===== config.mk =====
export PLATFORM = sky130hd
export DESIGN_NAME = parking_input_frontend
export DESIGN_NICKNAME = d
export VERILOG_FILES = /design/src/rtl/parking_input_frontend.sv
export SDC_FILE = /design/constraint.sdc
export NUM_CORES = 1
export LEC_CHECK = 0
export BUFFER_PORTS_ARGS = -buffer_cell sky130_fd_sc_hd__buf_2
export CAP_MARGIN = 15
export CORE_AREA = 2 2 100 54
export DETAILED_ROUTE_END_ITERATION = 16
export DIE_AREA = 0 0 102 56
export GPL_TIMING_DRIVEN = 1
export PLACE_DENSITY = 0.72
export SYNTH_ARGS = -nofsm -noshare
export SYNTH_HDL_FRONTEND = slang
export SYNTH_SLANG_ARGS = --single-unit

===== constraint.sdc =====
create_clock -name clk -period 2.6 [get_ports clk]
set_clock_uncertainty 0.2 [all_clocks]
set_input_delay 0.26 -clock clk [delete_from_list [all_inputs] [get_ports clk]]
set_output_delay 0.26 -clock clk [all_outputs]
set_load 0.1 [all_outputs]

===== src/rtl/parking_input_frontend.sv =====
// ---------------------------------------------------------------------------
// parking_input_frontend
//
// Input front end of the parking controller. It cleans up the two car sensors
// and captures a two-digit keypad password.
//
//   * Each raw sensor goes through a 2-flop synchronizer and then a debouncer.
//     A debounced output changes only after the synchronized value has
//     differed from it for DEBOUNCE_CYCLES consecutive cycles. The latency
//     from a clean raw edge to the output edge is 2 + DEBOUNCE_CYCLES.
//   * The keypad FSM steps EMPTY -> ONE_DIGIT -> FULL. The stored digits are
//     shown on the outputs only in FULL, so a partial entry is never visible.
//     A debounced exit-sensor rise in FULL consumes the entry. key_clear wins
//     over every other event in the same cycle.
//
// Optional feature (macro PARK_KEY_TIMEOUT_EN):
//   When the macro is defined, the block gives up in ONE_DIGIT after
//   TIMEOUT_CYCLES cycles with no second key. It returns to EMPTY and pulses
//   entry_timeout for one cycle. When the macro is undefined, there is no
//   timeout counter, entry_timeout is tied low, and ONE_DIGIT waits forever.
//
// Parameters:
//   DEBOUNCE_CYCLES  stable cycles before a sensor output changes (1..65535)
//   TIMEOUT_CYCLES   cycles allowed between first and second digit (2..65535)
//
// Ports:
//   clk              clock; all state changes on its rising edge
//   reset_n          asynchronous active-low reset
//   raw_entrance     raw, bouncing entrance sensor (asynchronous)
//   raw_exit         raw, bouncing exit sensor (asynchronous)
//   key_valid        one-cycle keypad strobe
//   key_code[1:0]    digit value, sampled when key_valid=1
//   key_clear        one-cycle clear request
//   sensor_entrance  debounced entrance sensor
//   sensor_exit      debounced exit sensor
//   password_1[1:0]  first digit (2'b00 unless FULL)
//   password_2[1:0]  second digit (2'b00 unless FULL)
//   pass_ready       registered; high exactly while in FULL
//   entry_timeout    one-cycle pulse when digit entry times out
// ---------------------------------------------------------------------------
module parking_input_frontend #(
    parameter int unsigned DEBOUNCE_CYCLES = 4,
    parameter int unsigned TIMEOUT_CYCLES  = 1000
) (
    input  logic       clk,
    input  logic       reset_n,
    input  logic       raw_entrance,
    input  logic       raw_exit,
    input  logic       key_valid,
    input  logic [1:0] key_code,
    input  logic       key_clear,
    output logic       sensor_entrance,
    output logic       sensor_exit,
    output logic [1:0] password_1,
    output logic [1:0] password_2,
    output logic       pass_ready,
    output logic       entry_timeout
);

    // Reject illegal parameter values at elaboration time.
    if (DEBOUNCE_CYCLES < 1 || DEBOUNCE_CYCLES > 65535) begin : g_bad_debounce
        $error("DEBOUNCE_CYCLES out of range 1..65535");
    end
    if (TIMEOUT_CYCLES < 2 || TIMEOUT_CYCLES > 65535) begin : g_bad_timeout
        $error("TIMEOUT_CYCLES out of range 2..65535");
    end

    typedef enum logic [1:0] {
        EMPTY     = 2'd0,
        ONE_DIGIT = 2'd1,
        FULL      = 2'd2
    } key_state_t;

    // The output flips on the cycle the counter would reach DEBOUNCE_CYCLES.
    localparam logic [15:0] DB_LAST = 16'(DEBOUNCE_CYCLES - 1);

    // -----------------------------------------------------------------------
    // Sensor synchronizer + debouncer. Index 0 is the entrance, index 1 the exit.
    // -----------------------------------------------------------------------
    logic [1:0]       raw;
    logic [1:0]       sync_meta;
    logic [1:0]       sync_out;
    logic [1:0]       deb;
    logic [1:0][15:0] db_cnt;
    logic             exit_prev;
    logic             exit_rise;

    assign raw = {raw_exit, raw_entrance};

    always_ff @(posedge clk or negedge reset_n) begin
        // NOTE: every stage, including both synchronizer flops, is reset. After
        // reset is released, a sensor held high must then travel the full
        // synchronizer + debounce path before its output rises.
        if (!reset_n) begin
            sync_meta <= '0;
            sync_out  <= '0;
            deb       <= '0;
            db_cnt    <= '0;
            exit_prev <= 1'b0;
        end else begin
            // NOTE: non-blocking assignments let the synchronizer shift like a
            // real flop chain. With blocking assignments, the raw value would
            // fall through both stages in one cycle.
            sync_meta <= raw;
            sync_out  <= sync_meta;
            exit_prev <= deb[1];
            for (int i = 0; i < 2; i++) begin
                if (sync_out[i] == deb[i]) begin
                    // Agreement, or a glitch back: restart the stability count.
                    db_cnt[i] <= '0;
                end else if (db_cnt[i] == DB_LAST) begin
                    deb[i]    <= sync_out[i];
                    db_cnt[i] <= '0;
                end else begin
                    db_cnt[i] <= db_cnt[i] + 16'd1;
                end
            end
        end
    end

    assign sensor_entrance = deb[0];
    assign sensor_exit     = deb[1];
    assign exit_rise       = deb[1] & ~exit_prev;

    // -----------------------------------------------------------------------
    // Keypad FSM
    // -----------------------------------------------------------------------
    key_state_t state;
    key_state_t state_nxt;
    logic [1:0] digit1;
    logic [1:0] digit2;
    logic [1:0] digit1_nxt;
    logic [1:0] digit2_nxt;

`ifdef PARK_KEY_TIMEOUT_EN
    localparam logic [15:0] TMO_LAST = 16'(TIMEOUT_CYCLES - 1);
    logic [15:0] tmo_cnt;
    logic        timeout_fire;
`endif

    always_comb begin
        // NOTE: every variable gets a default before any branch. A path that
        // leaves one unassigned would infer a latch.
        state_nxt  = state;
        digit1_nxt = digit1;
        digit2_nxt = digit2;
`ifdef PARK_KEY_TIMEOUT_EN
        timeout_fire = 1'b0;
`endif
        if (key_clear) begin
            state_nxt  = EMPTY;
            digit1_nxt = 2'b00;
            digit2_nxt = 2'b00;
        end else begin
            unique case (state)
                EMPTY: begin
                    if (key_valid) begin
                        digit1_nxt = key_code;
                        state_nxt  = ONE_DIGIT;
                    end
                end
                ONE_DIGIT: begin
                    // If a key arrives on the timeout cycle, the key wins.
                    if (key_valid) begin
                        digit2_nxt = key_code;
                        state_nxt  = FULL;
                    end
`ifdef PARK_KEY_TIMEOUT_EN
                    else if (tmo_cnt == TMO_LAST) begin
                        digit1_nxt   = 2'b00;
                        state_nxt    = EMPTY;
                        timeout_fire = 1'b1;
                    end
`endif
                end
                FULL: begin
                    // Further keys are ignored. A car leaving consumes the entry.
                    if (exit_rise) begin
                        state_nxt  = EMPTY;
                        digit1_nxt = 2'b00;
                        digit2_nxt = 2'b00;
                    end
                end
                default: begin
                    state_nxt  = EMPTY;
                    digit1_nxt = 2'b00;
                    digit2_nxt = 2'b00;
                end
            endcase
        end
    end

    always_ff @(posedge clk or negedge reset_n) begin
        if (!reset_n) begin
            state      <= EMPTY;
            digit1     <= 2'b00;
            digit2     <= 2'b00;
            pass_ready <= 1'b0;
        end else begin
            state      <= state_nxt;
            digit1     <= digit1_nxt;
            digit2     <= digit2_nxt;
            pass_ready <= (state_nxt == FULL);
        end
    end

`ifdef PARK_KEY_TIMEOUT_EN
    // Counts cycles spent in ONE_DIGIT. Any state change restarts it from 0.
    always_ff @(posedge clk or negedge reset_n) begin
        if (!reset_n) begin
            tmo_cnt       <= '0;
            entry_timeout <= 1'b0;
        end else begin
            entry_timeout <= timeout_fire;
            if (state != ONE_DIGIT || state_nxt != state) begin
                tmo_cnt <= '0;
            end else begin
                tmo_cnt <= tmo_cnt + 16'd1;
            end
        end
    end
`else
    assign entry_timeout = 1'b0;
`endif

    // Gate the digits so that a partial entry always reads as 2'b00.
    assign password_1 = (state == FULL) ? digit1 : 2'b00;
    assign password_2 = (state == FULL) ? digit2 : 2'b00;

endmodule


# Word-level counts from Yosys, hierarchy flattened
# Cells that the tools add are included.
# totals
ramBits	0
latch_bits	0
romBits	0
output_inout_bits	8
elab_cells	51
memories	0
register_bits	46
in_bits	8
# op_classes
order_cmp	0
reduce_logical	5
n_div	0
n_shift	0
mux	17
multipliers	0
n_bitwise	4
n_addsub	2
n_eq_ne	12
# ops
operator	count
$mux W16	4
$add A16 B1 Y16 const B	2
$eq A16 B2 Y1 const B	2
$mux W2	10
$pmux W2 S3	3
$ne A3 B3 Y1 const B	3
$reduce_and A3 Y1	2
$eq A2 B2 Y1 const B	2
$ne A2 B2 Y1 const B	2
$reduce_and A2 Y1	2
$not A1 Y1	3
$eq A1 B1 Y1	2
$eq A2 B1 Y1 const B	1
$logic_not A2 Y1	1
$and A1 B1 Y1	1

# Longest topological paths before layout
# logic_depth
depth_word	6
depth_mapped	6
depth_no_buf	5

# Worst setup path before layout
# Ideal clock, no wire load.
# synth_path
kind	reg-to-reg
start	reg deb[1]
end	reg db_cnt[22] (netlist name)
stages_incl_launch_ff	5
setup_time_ns	0.132
period_less_slack_ns	1.976
path_slack_ns	0.624
arrival_time_ns	1.644
path_buffers	1
t_required_ns	2.268
path_cell_list	dfrtp_1 -> xor2_1 -> nand2_1 -> clkbuf_1 -> nor2_1
# synth_between
elab_chain_cells	2
# synth_rtl
element	line	text
start, declared	83	logic [1:0] deb;
start signal, assigned by index	112	deb[i] <= sync_out[i];
$eq A1 B1 Y1	108	if (sync_out[i] == deb[i]) begin
$mux W16	108	
end signal, assigned by index	115	db_cnt[i] <= db_cnt[i] + 16'd1;
end, declared	84	logic [1:0][15:0] db_cnt;
# Every way passes these cells.
# A chain may end at the register's enable or synchronous reset.

# Worst setup path in the final report
# layout_path
start	reg state[1]
end	out password_2[0]
# layout_between
elab_chain_cells	2
# layout_rtl
element	line	text
start, declared	128	key_state_t state;
start signal, assigned	200	state <= state_nxt;
$eq A2 B2 Y1	228	assign password_2 = (state == FULL) ? digit2 : 2'b00;
$mux W2	228	
end, declared	55	output logic [1:0] password_2,
# Every way passes these cells.

==> out/metrics.csv <==
metric,value,unit
worstPathRequired,2.14,ns
yosys_warnings,0,
portBuffers,14,
setup_viol,0,
ys_types,29,
ys_ff_latch,46,
cp-end-kind,output port,
hold_viol,0,
htree_levels,2,
vias,1555,
power_density,739.9,mW/mm^2
syn_area,0.002108,mm^2
clkLatencyLatePin,0.30,ns
cts_setup_buffers,0,
critPathLaunchType,flip-flop,
overflow,0,
track_usage,16.21,%
final_max_slew_viol_count,0,
drt_iter0_drc,162,
cp.depth,3,
final_cell_mix,"dfrtp_1, nor2_1, xnor2_1, buf_2",
cts.sinks,46,
critical_path_buf_inv_count,1,
pin_count,16,
worst_slew_pin_slew,0.5731,ns
cellLeakagePower,1.001,nW
min_period_over_period,81.15,%
insertedDiodeCount,0,
dieArea,0.005712,mm^2
drv_cap,0,
clkTransAtPathRegs,0.08,ns
fp.dieW,102,um
clk_path_buf_depth,2,
gp_congestion,0.8067,
grt_pass1_vias,1409,
power.ir.vdd_worst,0.5378,mV
drive_above_1_share,11.95,%
cp_slowest_stage_delay,0.43,ns
rrSetupSlack,0.52,ns
grtUsageMet3,4.523,%
root_buffer,clkbuf_8,
routedWlPerCell,14.13,um
syn_nets,214,
path_delay_family,simple AND/OR/NAND/NOR gates,
ant_nets,0,
syn-instance-count,204,
status,"complete, no violations",
holdPathStages,2,
r2r_cells,5,
numCtsBuffers,5,
grt_pass1_wl,7134,um
initial_core_util,44.16,%
nets,235,
hold_class,in2reg,
gr-max-usage-layer,met1,
mostFrequentLayoutCell,dfrtp_1,
die_h,56,um
ys_seq_area_share,54.60,%
n_fill_cell,451,
avgSynthCellArea,10.33,um^2
cts_tree,built,
critPathMaxFanout,5,
firstDrtPassIters,5,
cp.arrival,1.65,ns
setup_tns,0,ns
num_rows,18,
hpwl,2909,um
fin_crit,2.110,ns
core_area,0.004775,mm^2
wl,4182,um
rsz0062_at_grt,no,
crit_slowest_cell,buf_2,
ctsResizeCount,0,
critical_path_class,reg2out,
antenna_found_initial,0,
crit_chain,nor2b_1 -> and2_1 -> buf_2,
viasPerCell,5.253,
grt_util_met2,19.27,%
grt_max_degree,47,
slew_headroom,61.79,%
fmax,474.0,MHz
syn_to_final_growth,13.83,%
grt_util_met1,26.53,%
drc_errors,0,
total_power,1.776,mW
cts_hold_buf,4,
-- state kept, by name, summed over array words and instances (netlist names) --
signal and flops:
db_cnt 32, digit2 2, digit1 2, pass_ready 1, exit_prev 1, sync_meta 2, deb 2, state 2
sync_out 2
-- kinds of logic after synthesis --
group	synth area share, %
AO/OA/AOI/OAI	3.205
XOR/XNOR	12.46
adder cells (fa/ha/maj)	1.187
buffers and inverters	2.018
flip-flops	54.60
multiplexers	1.068
other	0.1779
AND/OR/NAND/NOR	25.28
-- cell usage after synthesis, drive strengths merged --
cell type | instances | area (um^2)
dfrtp | 46 | 1151
ha | 2 | 25.02
nand2 | 11 | 41.29
nand4 | 9 | 56.30
and2 | 5 | 31.28
a32o | 4 | 40.04
nand3 | 12 | 70.07
nor2 | 34 | 127.6
mux2 | 2 | 22.52
xnor2 | 23 | 201.4
and3 | 4 | 25.02
nor2b | 3 | 18.77
inv | 5 | 18.77
clkbuf | 3 | 11.26
or3 | 1 | 6.260
nor3b | 1 | 7.510
conb | 1 | 3.750
nand2b | 1 | 6.260
or4 | 1 | 7.510
nor3 | 10 | 50.05
xor2 | 7 | 61.31
a21oi | 1 | 5.000
nor4b | 1 | 8.760
nand3b | 1 | 7.510
nor4 | 11 | 68.82
buf | 2 | 12.51
o31ai | 3 | 22.52
-- where the power goes --
| part | switching (mW) | internal, mW |
|---|---|---|
| combinational | 0.312 | 0.0997 |
| clock | 0.238 | 0.269 |
| sequential | 0.0735 | 0.784 |
-- routing by layer --
metal / up-vias / part of all wire [%]
met5: - / 0
met4: 0 / 1.7
met3: 8 / 7.3
met2: 64 / 38
met1: 736 / 53
li1: 747 / -
-- worst reg2reg max path: stages, from the launching register on --
cell	delay, ns
dfrtp_1	0.40
ha_1	0.27
nor4b_1	0.28
nand4_1	0.22
nand2_1	0.47
nor2_1	0.11
-- stage by stage --
| step | cells | hold WS, ns | worst slack [ns] | instance area (um^2) | utilization [%] |
|---|---|---|---|---|---|
| floorplan | 204 | -0.2356 | 0.6242 | 2108 | - |
| global placement | 284 | 0.1345 | 0.6676 | 2250 | 47.12 |
| detailed placement | 284 | 0.1347 | 0.5855 | 2250 | 47.12 |
| CTS | 296 | 0.01505 | 0.4628 | 2400 | 50.26 |
| global route | 296 | 0.02194 | 0.3130 | 2400 | 50.26 |
| finish | 296 | 0.01970 | 0.4902 | 2400 | 50.26 |
-- area by class of cell --
type / count / area [um^2] / share of cell area, %
clock buffers: 8 / 110.1 / 4.588
inverters: 5 / 18.77 / 0.7821
multi-input cells: 148 / 914.6 / 38.11
flip-flops and latches: 46 / 1151 / 47.97
well taps: 70 / 87.58 / 3.650
repair buffers: 19 / 117.6 / 4.901
-- path summary, 6_finish.rpt --
kind / from / endpoint
max reg2reg: db_cnt[16]$_DFF_PN0_ / db_cnt[31]$_DFF_PN0_
min: key_code[1] / digit1[1]$_DFFE_PN0P_
max in group asynchronous: reset_n / db_cnt[22]$_DFF_PN0_
min reg2reg: sync_meta[1]$_DFF_PN0_ / sync_out[1]$_DFF_PN0_
min in group asynchronous: reset_n / db_cnt[19]$_DFF_PN0_
max: state[1]$_DFF_PN0_ / password_2[0]
Power figures use the tool's default switching activity.
